### src/rtl/uart_nic_scheduler_pkg.sv
// Shared types and constants for the UART NIC scheduler: TX/RX state
// encodings, the default frame length and a sizing helper.
package uart_sched_pkg;

  typedef enum logic [1:0] {
    IDLE  = 2'd0,
    WRITE = 2'd1,
    GAP   = 2'd2
  } tx_state_t;

  typedef enum logic [1:0] {
    R_IDLE = 2'd0,
    R_READ = 2'd1,
    R_CAP  = 2'd2
  } rx_state_t;

  // 10 bits at 115200 baud on a 50 MHz clock.
  localparam int DEFAULT_FRAME_CYCLES = 4340;

  // Number of bits needed to hold values 0..value-1, never less than 1.
  function automatic int clog2(input int value);
    int bits;
    bits = 1;
    while ((32'sd1 <<< bits) < value) begin
      bits = bits + 1;
    end
    return bits;
  endfunction

endpackage

### src/rtl/uart_nic_scheduler_arbiter.sv
// Combinational round-robin arbiter: picks the first asserted request at or
// after the pointer, wrapping modulo N_REQ.
module uart_rr_arbiter
  import uart_sched_pkg::*;
#(
  parameter int N_REQ = 2,
  parameter int PTR_W = 1
) (
  input  logic [N_REQ-1:0] req,
  input  logic [PTR_W-1:0] ptr,
  output logic [PTR_W-1:0] grant,
  output logic             any_valid
);

  // Walk the candidates from farthest to nearest so the nearest hit wins.
  always_comb begin
    logic [PTR_W-1:0] idx;
    grant     = '0;
    any_valid = 1'b0;
    idx       = '0;
    for (int k = N_REQ - 1; k >= 0; k--) begin
      idx       = PTR_W'((int'(ptr) + k) % N_REQ);
      grant     = req[idx] ? idx : grant;
      any_valid = any_valid | req[idx];
    end
  end

endmodule

### src/rtl/uart_nic_scheduler.sv
// Scheduler in front of a single UART NIC: round-robin transmit arbitration
// with a one-frame gap between bytes, and an independent receive path that
// services the NIC interrupt and holds the byte under valid/ready.
module uart_nic_scheduler
  import uart_sched_pkg::*;
#(
  parameter int N_REQ        = 2,
  parameter int FRAME_CYCLES = DEFAULT_FRAME_CYCLES,
  parameter int CNT_W        = 4
) (
  input  logic               clk,
  input  logic               rst,
  input  logic [N_REQ-1:0]   req_valid,
  input  logic [8*N_REQ-1:0] req_data,
  output logic [N_REQ-1:0]   req_ready,
  output logic [7:0]         nic_data_in,
  output logic               nic_write,
  output logic               nic_read,
  input  logic [7:0]         nic_data_out,
  input  logic               nic_rx_irq,
  output logic [7:0]         rx_data,
  output logic               rx_valid,
  input  logic               rx_ready,
  output logic               tx_busy,
  output logic [CNT_W-1:0]   tx_count,
  output logic [CNT_W-1:0]   rx_count
);

  localparam int PTR_W = clog2(N_REQ);
  localparam int GAP_W = clog2(FRAME_CYCLES);

  tx_state_t        tx_state_r;
  tx_state_t        tx_next_s;
  logic [PTR_W-1:0] ptr_r;
  logic [PTR_W-1:0] winner_r;
  logic [GAP_W-1:0] gap_r;
  logic [7:0]       tx_byte_r;
  logic [CNT_W-1:0] tx_count_r;
  logic [PTR_W-1:0] grant_s;
  logic             any_valid_s;
  logic [7:0]       req_bytes_s [N_REQ];
  logic [N_REQ-1:0] req_ready_s;

  rx_state_t        rx_state_r;
  rx_state_t        rx_next_s;
  logic             rx_hold_off_r;
  logic [7:0]       rx_data_r;
  logic             rx_valid_r;
  logic [CNT_W-1:0] rx_count_r;

  for (genvar g = 0; g < N_REQ; g++) begin : g_bytes
    assign req_bytes_s[g] = req_data[8*g +: 8];
  end

  uart_rr_arbiter #(
    .N_REQ (N_REQ),
    .PTR_W (PTR_W)
  ) u_arb (
    .req       (req_valid),
    .ptr       (ptr_r),
    .grant     (grant_s),
    .any_valid (any_valid_s)
  );

  // TX next state: one WRITE cycle per byte, then a full frame of GAP.
  always_comb begin
    tx_next_s = tx_state_r;
    case (tx_state_r)
      IDLE: begin
        if (any_valid_s) tx_next_s = WRITE;
        else             tx_next_s = IDLE;
      end
      WRITE: tx_next_s = GAP;
      GAP: begin
        if (gap_r == '0) tx_next_s = IDLE;
        else             tx_next_s = GAP;
      end
      default: tx_next_s = IDLE;
    endcase
  end

  // TX state, winner/byte latch, pointer advance, gap timer and write count.
  always_ff @(posedge clk or negedge rst) begin
    if (!rst) begin
      tx_state_r <= IDLE;
      ptr_r      <= '0;
      winner_r   <= '0;
      gap_r      <= '0;
      tx_byte_r  <= 8'h00;
      tx_count_r <= '0;
    end else begin
      tx_state_r <= tx_next_s;
      case (tx_state_r)
        IDLE: begin
          if (any_valid_s) begin
            winner_r  <= grant_s;
            tx_byte_r <= req_bytes_s[grant_s];
          end
        end
        WRITE: begin
          tx_count_r <= tx_count_r + CNT_W'(1);
          ptr_r      <= (int'(winner_r) == N_REQ - 1) ? '0 : winner_r + PTR_W'(1);
          gap_r      <= GAP_W'(FRAME_CYCLES - 1);
        end
        GAP: begin
          if (gap_r != '0) gap_r <= gap_r - GAP_W'(1);
        end
        default: gap_r <= '0;
      endcase
    end
  end

  // Grant pulse goes only to the latched winner, only in the WRITE cycle.
  always_comb begin
    req_ready_s = '0;
    if (tx_state_r == WRITE) req_ready_s = N_REQ'(1) << winner_r;
    else                     req_ready_s = '0;
  end

  // RX next state; the cycle after a capture ignores the irq while the NIC
  // lowers it.
  always_comb begin
    rx_next_s = rx_state_r;
    case (rx_state_r)
      R_IDLE: begin
        if (!rx_hold_off_r && nic_rx_irq && !rx_valid_r) rx_next_s = R_READ;
        else                                              rx_next_s = R_IDLE;
      end
      R_READ:  rx_next_s = R_CAP;
      R_CAP:   rx_next_s = R_IDLE;
      default: rx_next_s = R_IDLE;
    endcase
  end

  // RX state, captured byte, valid flag with handshake clear, and count.
  always_ff @(posedge clk or negedge rst) begin
    if (!rst) begin
      rx_state_r    <= R_IDLE;
      rx_hold_off_r <= 1'b0;
      rx_data_r     <= 8'h00;
      rx_valid_r    <= 1'b0;
      rx_count_r    <= '0;
    end else begin
      rx_state_r    <= rx_next_s;
      rx_hold_off_r <= (rx_state_r == R_CAP);
      if (rx_state_r == R_CAP) begin
        rx_data_r  <= nic_data_out;
        rx_valid_r <= 1'b1;
        rx_count_r <= rx_count_r + CNT_W'(1);
      end else if (rx_valid_r && rx_ready) begin
        rx_valid_r <= 1'b0;
      end
    end
  end

  assign req_ready   = req_ready_s;
  assign nic_write   = (tx_state_r == WRITE);
  assign nic_data_in = tx_byte_r;
  assign tx_busy     = (tx_state_r == WRITE) || (tx_state_r == GAP);
  assign tx_count    = tx_count_r;
  assign nic_read    = (rx_state_r == R_READ);
  assign rx_data     = rx_data_r;
  assign rx_valid    = rx_valid_r;
  assign rx_count    = rx_count_r;

endmodule

### config.mk
export PLATFORM = sky130hd
export DESIGN_NAME = uart_nic_scheduler
export DESIGN_NICKNAME = d
export VERILOG_FILES = /design/src/rtl/uart_nic_scheduler_pkg.sv /design/src/rtl/uart_nic_scheduler_arbiter.sv /design/src/rtl/uart_nic_scheduler.sv
export SDC_FILE = /design/constraint.sdc
export NUM_CORES = 1
export LEC_CHECK = 0
export ABC_AREA = 0
export CORE_MARGIN = 1
export CORE_UTILIZATION = 45
export CTS_CLUSTER_SIZE = 28
export DETAILED_ROUTE_END_ITERATION = 12
export HOLD_SLACK_MARGIN = 0.05
export MAX_ROUTING_LAYER = met4
export PLACE_DENSITY = 0.83
export SLEW_MARGIN = 15
export SYNTH_ARGS = -nofsm -noshare
export SYNTH_HDL_FRONTEND = slang
export SYNTH_SLANG_ARGS = --single-unit
### constraint.sdc
create_clock -name clk -period 2.3 [get_ports clk]
set_input_delay 0.46 -clock clk [delete_from_list [all_inputs] [get_ports clk]]
set_output_delay 0.46 -clock clk [all_outputs]
set_load 0.02 [all_outputs]
==> results of run 1 <==
[cells in the final DEF (no fill, tap or decap), drive strengths merged]
master         count
a21o               2
clkbuf             5
nor4b              3
and2               3
xnor2              4
clkdlybuf4s50     55
a32oi              2
nor3b              1
and4               1
xor2               2
nand2b             3
and3               1
o2bb2ai            1
a31oi              9
ha                 8
a41oi              1
nor2b              4
o41a               1
nor4               3
nand2             14
a21oi              3
buf               11
mux2              10
inv               11
o31ai              6
bufinv             1
o22ai              2
mux2i              8
dlymetal6s2s       1
nand4              4
or4                1
o211ai             1
dfrtp             45
nor2              13
nor3               3
dlygate4sd2        2
o21ai             21
nand3              4
[registers in the layout, summed over array words and instances (netlist names)]
signal and count:
rx_state_r 2, ptr_r 1, winner_r 1, tx_count 4, rx_count 4, nic_data_in 8, rx_valid 1, rx_hold_off_r 1
rx_data 8, tx_state_r 2, gap_r 13
[path summary, 6_finish.rpt]
check | start | end | slack (ns)
min in group clk | rx_hold_off_r | rx_state_r[0] | 0.41
max in group asynchronous | rst | gap_r[3] | 1.70
hold / removal | rst | nic_data_in[6] | 0.22
setup reg to reg | gap_r[0] | gap_r[9] | 0.30
setup / recovery | tx_state_r[1] | nic_write | 0.12
hold reg to reg | rx_hold_off_r | rx_state_r[0] | 0.41
[layout make-up]
cell class / count / area share, %
sequential: 45 / 37.9
multi-input combinational: 139 / 32.6
clock buffer: 5 / 2.32
timing repair buffer: 69 / 22.2
tap: 52 / 2.19
inverter: 9 / 1.14
clock inverter: 3 / 1.60
[cells in the mapped netlist]
cell type  count
buf_2          2
dfrtp_1       45
o21ai_1        1
o21ai_2        1
o31ai_1        6
o211ai_1       1
mux2_2        10
o41a_1         1
nor3_1         3
a32oi_1        2
nand2_1       14
xnor2_1        4
a41oi_1        1
o21ai_0       19
and4_1         1
nor4b_4        1
o2bb2ai_1      1
buf_4          1
a21o_1         2
xor2_1         2
nor4b_1        2
a21oi_1        3
nor2_1        13
and3_1         1
a31oi_1        9
mux2i_1        8
o22ai_1        2
nand4_1        4
ha_1           8
and2_1         3
nand2b_1       3
or4_4          1
inv_1          9
nor3b_1        1
nand3_1        4
nor4_1         3
clkbuf_1       4
nor2b_1        4
[logic make-up (layout without fill, tap and decap cells)]
family                     count (synthesis)  in the layout  share of synthesized area [%]
muxes                                     18             18                           8.91
AOI/OAI and AO/OA                         49             49                           14.2
buffers and inverters                     16             86                           3.07
adders and majority gates                  8              8                           4.63
DFF                                       45             45                           52.1
xor gates and xnor gates                   6              6                           2.43
and+or+nand+nor                           58             58                           14.7
[what timing repair did]
action | in CTS | in global routing
resized for setup | 2 | 1
endpoints found under the setup margin | 2 | 1
cloned | 0 | 0
hold endpoints to repair | 0 | 0
[routing by layer]
metal | vias up | wire length (um)
met4 | 0 | 84
met1 | 895 | 2130
met5 | - | 0
met3 | 9 | 274
met2 | 72 | 2440
li1 | 864 | -
[power breakdown]
group	switching [mW]	internal (mW)	leakage (nW)
clock	0.287	0.331	0.0591
sequential	0.298	1.15	0.564
combinational	1.32	1.16	0.703
[stage by stage]
stage	cell area [um2]	setup slack, ns	util, %	hold slack (ns)	total power [mW]
after floorplan	2160	0.357	-	0.164	2.89
after global placement	2860	0.332	63.8	0.389	3.84
after detailed placement	2860	0.300	63.8	0.395	3.92
after CTS	2970	0.0185	66.4	0.243	4.55
after global routing	2970	0.0252	66.4	0.282	4.84
final	2970	0.120	66.4	0.218	4.55
==> impl_metrics.env, run 1 <==
export IMPL_yosys_area_top_type="dfrtp_1"
export IMPL_clock_sinks=45
export IMPL_cts_buffers=5
export IMPL_syn_area_mm2=0.00216
export IMPL_slew_headroom_pct=62.7
export IMPL_yosysTopAreaCellShare_pct=52.1
export IMPL_rsz0062_at_grt="no"
export IMPL_ff_latch_area_mm2=0.00113
export IMPL_crit_buf_inv=2
export IMPL_rows=24
export IMPL_cts_setup_buffers=0
export IMPL_port_buffers=59
export IMPL_dieArea_mm2=0.00509
export IMPL_clockBufferDepth=2
export IMPL_syn_instance_count=200
export IMPL_vias=1840
export IMPL_drcViolationCount=2
export IMPL_ant_nets=0
export IMPL_endpoint_kind="output pin"
export IMPL_n_fill_cell=349
export IMPL_ys_warn_count=0
export IMPL_antenna_found_initial=0
export IMPL_period_minus_slack_ns=2.18
export IMPL_cts_tree="done"
export IMPL_final_setup_tns_ns=0
export IMPL_drive_gt1_share_pct=11.9
export IMPL_skew_ns=0.00463
export IMPL_drt_first_pass_iters=9
export IMPL_holdBufCountCts=0
export IMPL_ys_top_cells_by_area="dfrtp_1 (52%), mux2_2 (5.2%), ha_1 (4.6%), o21ai_0 (4.4%), mux2i_1 (3.7%)"
export IMPL_grt_use_met3_pct=3.66
export IMPL_cp_depth=3
export IMPL_synth_seq_cells=45
export IMPL_path_cells="inv_1, ha_1, clkdlybuf4s50_1"
export IMPL_grt_overflow=0
export IMPL_tightest_slew_ns=0.559
export IMPL_hold_path_class="in2async"
export IMPL_wl_mm=4.93
export IMPL_syn_num_nets=238
export IMPL_synth_seq_area_share_pct=52.1
export IMPL_p_per_area_mw_per_mm2=1530
export IMPL_viasPerCell=5.71
export IMPL_clock_root_buffer="clkbuf_8"
export IMPL_wl_per_cell_um=15.3
export IMPL_setup_viol=0
export IMPL_fmax_mhz=459
export IMPL_yosysUniqueCellTypes=38
export IMPL_max_cap_violations=0
export IMPL_status="complete, but fails checks"
export IMPL_initial_core_util_pct=48.3
export IMPL_path_clk_slew_ns=0.09
export IMPL_multi_input_area_um2=970
export IMPL_worstPathMaxFanout=6
export IMPL_crit_family="buffers and inverters"
export IMPL_drt_initial_drc_count=128
export IMPL_p_leak_nw=1.33
export IMPL_dp_hpwl_mm=3.54
export IMPL_hold_viol=0
export IMPL_layout_cells_non_filler=322
export IMPL_n_antenna_cell=0
export IMPL_cp_slowest_cell="clkdlybuf4s50_1"
export IMPL_grt_max_degree=46
export IMPL_use_met1_pct=27.5
export IMPL_final_nets=307
export IMPL_worstSetupPathType="reg2out"
export IMPL_h_tree_depth=2
export IMPL_coreArea_mm2=0.00447
export IMPL_top_usage_layer="met2"
export IMPL_violations="design-rule violations"
export IMPL_arrival_ns=1.72
export IMPL_routabilityCongestion=0.867
export IMPL_slew_viol_final=0
export IMPL_fp_dieH_um=71.3
export IMPL_grt_pass1_wl_mm=8.42
export IMPL_cp_data_required_time_ns=1.84
export IMPL_insertion_delay_ns=0.30
export IMPL_track_usage_pct=21.7
export IMPL_die_x_um=71.3
export IMPL_ff2ff_path_depth=6
export IMPL_place_inst=314
export IMPL_avgSynthCellArea_um2=10.8
export IMPL_fin_crit_sh_pct=94.8
export IMPL_grt_pass1_vias=1761
export IMPL_cp_slowest_stage_delay_ns=0.64
export IMPL_num_io_pins=60
export IMPL_grtUsageMet2_pct=35.4
export IMPL_start_kind="register"
export IMPL_peakVddDrop_mv=0.865
export IMPL_synthToLayoutAreaGrowth_pct=37.4
(Power assumes the default switching activity.)
==> run 2, diff against run 1 <==
- CAP_MARGIN: default -> 0
==> results of run 2 <==
The final DEF is identical to that of run 1; final timing and power are the same.
